`config.mk`:
```
export PLATFORM = sky130hd
export DESIGN_NAME = cordic_ci_master
export DESIGN_NICKNAME = d
export VERILOG_FILES = /design/src/rtl/cordic_ci_master.sv
export SDC_FILE = /design/constraint.sdc
export NUM_CORES = 1
export LEC_CHECK = 0
export ABC_AREA = 1
export CAP_MARGIN = 10
export CORE_UTILIZATION = 45
export DETAILED_ROUTE_END_ITERATION = 10
export PLACE_DENSITY = 0.82
export REMOVE_ABC_BUFFERS = 1
export SYNTH_ARGS = -nofsm -noshare
export SYNTH_HDL_FRONTEND = slang
export SYNTH_SLANG_ARGS = --single-unit
```
`constraint.sdc`:
```
create_clock -name i_clock -period 7.1 [get_ports i_clock]
set_input_delay 1.42 -clock i_clock [delete_from_list [all_inputs] [get_ports i_clock]]
set_output_delay 1.42 -clock i_clock [all_outputs]
set_load 0.01 [all_outputs]
```
`src/rtl/cordic_ci_master.sv`:
```
// Initiator for the multi-cycle custom-instruction handshake of the cosine CORDIC slave.
// Pulls operands from a valid/ready stream, screens the exponent range, issues one start
// per operand, waits for done (with timeout) and presents result plus status downstream.
module cordic_ci_master #(
    parameter int unsigned TIMEOUT = 16,
    parameter int unsigned EXP_MAX = 127
) (
    input  logic        i_clock,
    input  logic        i_aclr,
    input  logic        i_in_valid,
    output logic        o_in_ready,
    input  logic [31:0] i_in_data,
    output logic        o_out_valid,
    input  logic        i_out_ready,
    output logic [31:0] o_out_data,
    output logic [1:0]  o_out_status,
    output logic        o_ci_clk_en,
    output logic        o_ci_start,
    output logic [31:0] o_ci_dataa,
    input  logic [31:0] i_ci_result,
    input  logic        i_ci_done
);

    localparam int unsigned CntW = $clog2(TIMEOUT + 1);

    localparam logic [1:0] StatusOk      = 2'b00;
    localparam logic [1:0] StatusRange   = 2'b01;
    localparam logic [1:0] StatusTimeout = 2'b10;

    typedef enum logic [1:0] {StIdle, StIssue, StWait, StHold} state_t;

    state_t          r_state;
    logic [CntW-1:0] r_cnt;
    logic            r_out_valid;
    logic [31:0]     r_out_data;
    logic [1:0]      r_out_status;
    logic            r_ci_clk_en;
    logic            r_ci_start;
    logic [31:0]     r_ci_dataa;

    logic            w_accept;
    logic            w_range_err;
    logic [CntW-1:0] w_cnt_inc;

    // in_ready depends combinationally on out_ready so HOLD can hand over with no bubble
    assign o_in_ready  = (r_state == StIdle) | ((r_state == StHold) & i_out_ready);
    assign w_accept    = i_in_valid & o_in_ready;
    assign w_range_err = ({24'd0, i_in_data[30:23]} > EXP_MAX);
    assign w_cnt_inc   = r_cnt + 1'b1;

    assign o_out_valid  = r_out_valid;
    assign o_out_data   = r_out_data;
    assign o_out_status = r_out_status;
    assign o_ci_clk_en  = r_ci_clk_en;
    assign o_ci_start   = r_ci_start;
    assign o_ci_dataa   = r_ci_dataa;

    // Transaction FSM with registered outputs
    always_ff @(posedge i_clock or posedge i_aclr) begin
        if (i_aclr) begin
            r_state      <= StIdle;
            r_cnt        <= '0;
            r_out_valid  <= 1'b0;
            r_out_data   <= 32'd0;
            r_out_status <= StatusOk;
            r_ci_clk_en  <= 1'b0;
            r_ci_start   <= 1'b0;
            r_ci_dataa   <= 32'd0;
        end else begin
            unique case (r_state)
                StIdle, StHold: begin
                    if (w_accept) begin
                        r_ci_dataa <= i_in_data;
                        if (w_range_err) begin
                            // Rejected operand never reaches the slave
                            r_state      <= StHold;
                            r_out_valid  <= 1'b1;
                            r_out_data   <= 32'd0;
                            r_out_status <= StatusRange;
                            r_ci_clk_en  <= 1'b0;
                            r_ci_start   <= 1'b0;
                        end else begin
                            r_state     <= StIssue;
                            r_out_valid <= 1'b0;
                            r_ci_clk_en <= 1'b1;
                            r_ci_start  <= 1'b1;
                            r_cnt       <= '0;
                        end
                    end else if ((r_state == StHold) && i_out_ready) begin
                        r_state     <= StIdle;
                        r_out_valid <= 1'b0;
                    end
                end
                StIssue: begin
                    // done seen here may be left over from the previous operand: ignore it
                    r_state    <= StWait;
                    r_ci_start <= 1'b0;
                    r_cnt      <= '0;
                end
                StWait: begin
                    if (i_ci_done) begin
                        r_state      <= StHold;
                        r_out_valid  <= 1'b1;
                        r_out_data   <= i_ci_result;
                        r_out_status <= StatusOk;
                        r_ci_clk_en  <= 1'b0;
                    end else if (w_cnt_inc == CntW'(TIMEOUT)) begin
                        r_state      <= StHold;
                        r_out_valid  <= 1'b1;
                        r_out_data   <= 32'd0;
                        r_out_status <= StatusTimeout;
                        r_ci_clk_en  <= 1'b0;
                    end else begin
                        r_cnt <= w_cnt_inc;
                    end
                end
                default: r_state <= StIdle;
            endcase
        end
    end

endmodule

```
Word-level counts from Yosys, hierarchy flattened
Cells that the tools add are included.
{"block": "word_totals", "ff_bits": 76, "inputBits": 69, "output_inout_bits": 70}
{"block": "op_classes", "n_addsub": 1, "n_lt_le_gt_ge": 1, "eq_ne": 11, "mux": 33, "bitwise_logic": 3, "n_reduce_logical": 12}
{"operator": "32-bit two-way mux", "count": 4}
{"operator": "32-bit case mux with 2 select lines", "count": 1}
{"operator": "5-bit two-way mux", "count": 4}
{"operator": "2-bit two-way mux", "count": 9}
{"operator": "5-bit case mux with 3 select lines", "count": 1}
{"operator": "2-bit inequality test (second input constant)", "count": 5}
{"operator": "1-bit two-way mux", "count": 9}
{"operator": "8-bit by 7-bit greater-than comparator with 1-bit output (second input constant)", "count": 1}
{"operator": "4-bit AND reduction", "count": 2}
{"operator": "3-bit inequality test (second input constant)", "count": 2}
{"operator": "1-bit case mux with 2 select lines", "count": 3}
{"operator": "2-bit case mux with 3 select lines", "count": 1}
{"operator": "2-bit AND reduction", "count": 3}
{"operator": "3-bit AND reduction", "count": 2}
{"operator": "5-bit by 1-bit adder with 5-bit output (second input constant)", "count": 1}
{"operator": "5-bit equality test (second input constant)", "count": 1}
{"operator": "2-bit equality test (second input constant)", "count": 2}
{"operator": "2-bit case mux with 2 select lines", "count": 1}
{"operator": "2-bit nonzero test", "count": 2}
{"operator": "1-bit AND", "count": 2}
{"operator": "2-bit by 1-bit equality test with 1-bit output (second input constant)", "count": 1}
{"operator": "2-bit logical NOT", "count": 1}
{"operator": "2-bit OR reduction", "count": 1}
{"operator": "1-bit logical AND", "count": 1}
{"operator": "1-bit bitwise OR", "count": 1}

Logic depth before layout (Yosys ltp)
{"block": "depth", "ltp_word": 6, "ltp_mapped": 11, "ltp_nobuf": 11}

Worst setup path before layout
Ideal clock, no wire load.
{"block": "synth_path", "kind": "input -> output", "from": "input i_out_ready", "to": "output o_in_ready", "t_arrival_ns": 1.575, "setup_slack_ns": 4.105, "path_stages": 2, "path_buffers": 0, "cell_sequence": "nand2_1 > nand2_1"}
{"block": "synth_via", "elab_chain_len": 2}
{"item": "start, declared", "line": "14", "text": "input logic i_out_ready,"}
{"item": "1-bit AND", "line": "46", "text": "assign o_in_ready = (r_state == StIdle) | ((r_state == StHold) & i_out_ready);"}
{"item": "1-bit bitwise OR", "line": "46"}
{"item": "end, declared", "line": "11", "text": "output logic o_in_ready,"}
No other way between the ends.

Final worst setup path
Same ends and word-level chain as after synthesis.

==> impl_results.md <==
- Cell at the root of the clock tree: clkbuf_8
- Setup Crit Path Kind: primary input to output port
- Cell type contributing the most total cell area after synthesis: dfrtp_1
- Syn avg cell area: roughly 8.1 sq um
- Peak supply drop: 189.9 uV
- Final worst hold slack: about 0.48 ns
- Std cell rows: 31
- Via density per instance: 4.888
- Number of unique standard cell types used by synthesis: 19
- Effective utilization at floorplan: a little under half
- Most common cell after layout, fill and taps aside: nand2_1
- Crit path time final: 3.968 ns
- Measured slew at the worst slew-check pin: approximately 1.1 ns
- Mapped Cells: 437
- Setup Fix Bufs, Post-CTS: 0
- Die W: approximately 90 um
- Placed Cells: roughly 650
- Slew margin rel.: between 20 and 30%
- Global-route usage over all layers: between 20 and 25%
- Top cell type's share of synthesized area: 54.05%
- Cts-stage hold buffer count: 0
- First-pass GRT wire length: between 10000 and 15000 um
- Post-route ant nets: 0
- Mapped Area: 3518 sq um
- Share of synthesized area occupied by flip-flops and latches: between 50% and 60%
- Setup tns final: 0 ns
- Outcome: completed
- Highest fanout seen on the critical path: 2
- Post-route insts no fill: 670
- Kind of end point of the critical path: output port
- Post-detail-place hpwl: 5883 um
- Clock buffers created by TritonCTS: 9
- Data required time at the worst endpoint: between 5 and 6 ns
- Unrepaired setup endpoints after global routing: false
- Die Y-Extent: ~90 um
- Leakage power: about 2.7 nW
- H-tree depth: 3
- Type of element launching the critical path: primary input
- Setup skew after layout: 0.007455 ns
- Total die area: between 8000 and 9000 sq um
- # IOs: 139
- Fraction of final layout cells with drive strength greater than 1: under 10%
- Number of instances resized during post-cts repair: 0
- Final hold violation count: 0
- Antenna violations before repair: 0
- Area Growth Syn to Fin: 45.59%
- Worst min-delay path class: register to register
- Number of register bits inferred by synthesis: 76
- Layout Nets: between 600 and 700
- Wire length per cell after detailed routing: about 13 um
- Final-report setup violation count: 0
- DRC violations left: 0
- Standard cell core area: between 7000 and 8000 sq um
- # clock sinks: 76
- Clock network latency to the later pin of the worst-skew pair: around 0.34 ns
- Diodes inserted: 0
- Iteration count of the initial detailed-routing pass: 4
- Largest net degree at the start of global routing: 77
- Total wirelength of the detailed-routed design: a little under 9000 um
- Total via count after detailed routing: 3275
- Fmax: approximately 250 MHz
- Routability Congestion: ~0.88
- DRC violation total after the first TritonRoute iteration: between 150 and 200
- Final worst path period share: about 56%
- Clock tree buffer depth: 2
- Number of global-route vias before repair: slightly above 3000
- Instance area at placement: 4897 sq um
- Number of warnings printed during yosys synthesis: 0
- Power per standard cell area: 393.2 nW/um^2
- Highest-count cells in the layout ignoring fill and taps: nand2_1 (195), clkdlybuf4s50_1 (138), dfrtp_1 (76)
- Number of fill cells: just under 600
- Data arrival time of the critical path: 2.55 ns
- Total non-filler cell area in the finished layout: 5122 sq um
- Slew Viols, Final: 0
- Biggest area contributors in the synthesized netlist: dfrtp_1 (54%), nand2_1 (21%), nand4_1 (6.4%)
- PortBufs: about 140
- TritonCTS clock tree: built
- GRT overflow: 0
- Max-cap violations: 0
- Clock slew seen by the registers of the worst setup and hold paths: ~0.08 ns
path summary, 6_finish.rpt:
| kind | start | end | slack (ns) | depth (start not counted) |
|---|---|---|---|---|
| hold / removal | o_out_data[6]$_DFFE_PP0P_ | o_out_data[6]$_DFFE_PP0P_ | 0.48 | 2 |
| setup reg to reg | r_state[0]$_DFFE_PP0P_ | o_ci_start$_DFFE_PP0P_ | 4.31 | 7 |
| min in group asynchronous | i_aclr | o_ci_dataa[27]$_DFFE_PP0P_ | 1.72 | 3 |
| max in group asynchronous | i_aclr | o_out_data[3]$_DFFE_PP0P_ | 4.78 | 3 |
| hold reg to reg | o_out_data[6]$_DFFE_PP0P_ | o_out_data[6]$_DFFE_PP0P_ | 0.48 | 2 |
| setup / recovery | i_out_ready | o_in_ready | 3.13 | 4 |
sequential cells by signal (all words and copies together), names as in the netlist:
name          count
o_ci_clk_en       1
r_state           2
o_out_valid       1
o_out_status      2
o_out_data       32
r_cnt             5
o_ci_dataa       32
o_ci_start        1
layout make-up:
cell class / count / area, sq um / share of cell area [%]
Inverter: 44 / 165.2 / 3.224
Sequential cell: 76 / 1902 / 37.13
Timing Repair Buffer: 140 / 1396 / 27.26
Clock inverter: 6 / 87.58 / 1.710
Clock buffer: 10 / 137.6 / 2.687
Tap cell: 99 / 123.9 / 2.418
Multi-Input combinational cell: 295 / 1310 / 25.57
through the flow:
stage	utilization, %	worst slack [ns]	power [mW]
final	69.14	3.132	2.014
after global routing	69.14	3.071	2.169
after CTS	69.14	3.121	2.032
after detailed placement	66.10	3.120	1.663
after global placement	66.10	3.140	1.634
after floorplan	-	3.742	1.191
critical path, cell delays in order:
cell and delay [ns]:
clkdlybuf4s50_1 0.46, nand2_1 0.07, nand2_1 0.07, clkdlybuf4s50_1 0.54
logic make-up (layout without fill, tap and decap cells):
group	count (synthesis)	after routing	synth area share, %
flops	76	76	54.05
buf+inv	66	200	8.713
simple gates	277	277	33.14
compound gates	13	13	2.312
fa+ha+maj	5	5	1.778
synth_stat cells:
cell and count:
nand4_1 36, nor2_1 37, nand2_4 1, clkbuf_1 6, buf_2 11, nand3_2 1, ha_1 5, nand2_1 195
inv_1 44, o211a_1 1, o21ai_0 9, dfrtp_1 76, buf_6 3, o21ai_4 1, nand3_1 5, o21ai_1 2
nand3_4 1, buf_8 2, nand2_2 1
power breakdown:
group | internal [mW] | switching (mW)
registers | 0.578 | 0.0850
clock network | 0.207 | 0.156
logic | 0.407 | 0.581
routing by layer:
metal,global-route usage [%],routed length [um]
met5,0,0
met4,7.661,126
met3,4.545,620
met2,34.86,3801
met1,31.40,4126
Power figures use the tool's default switching activity.
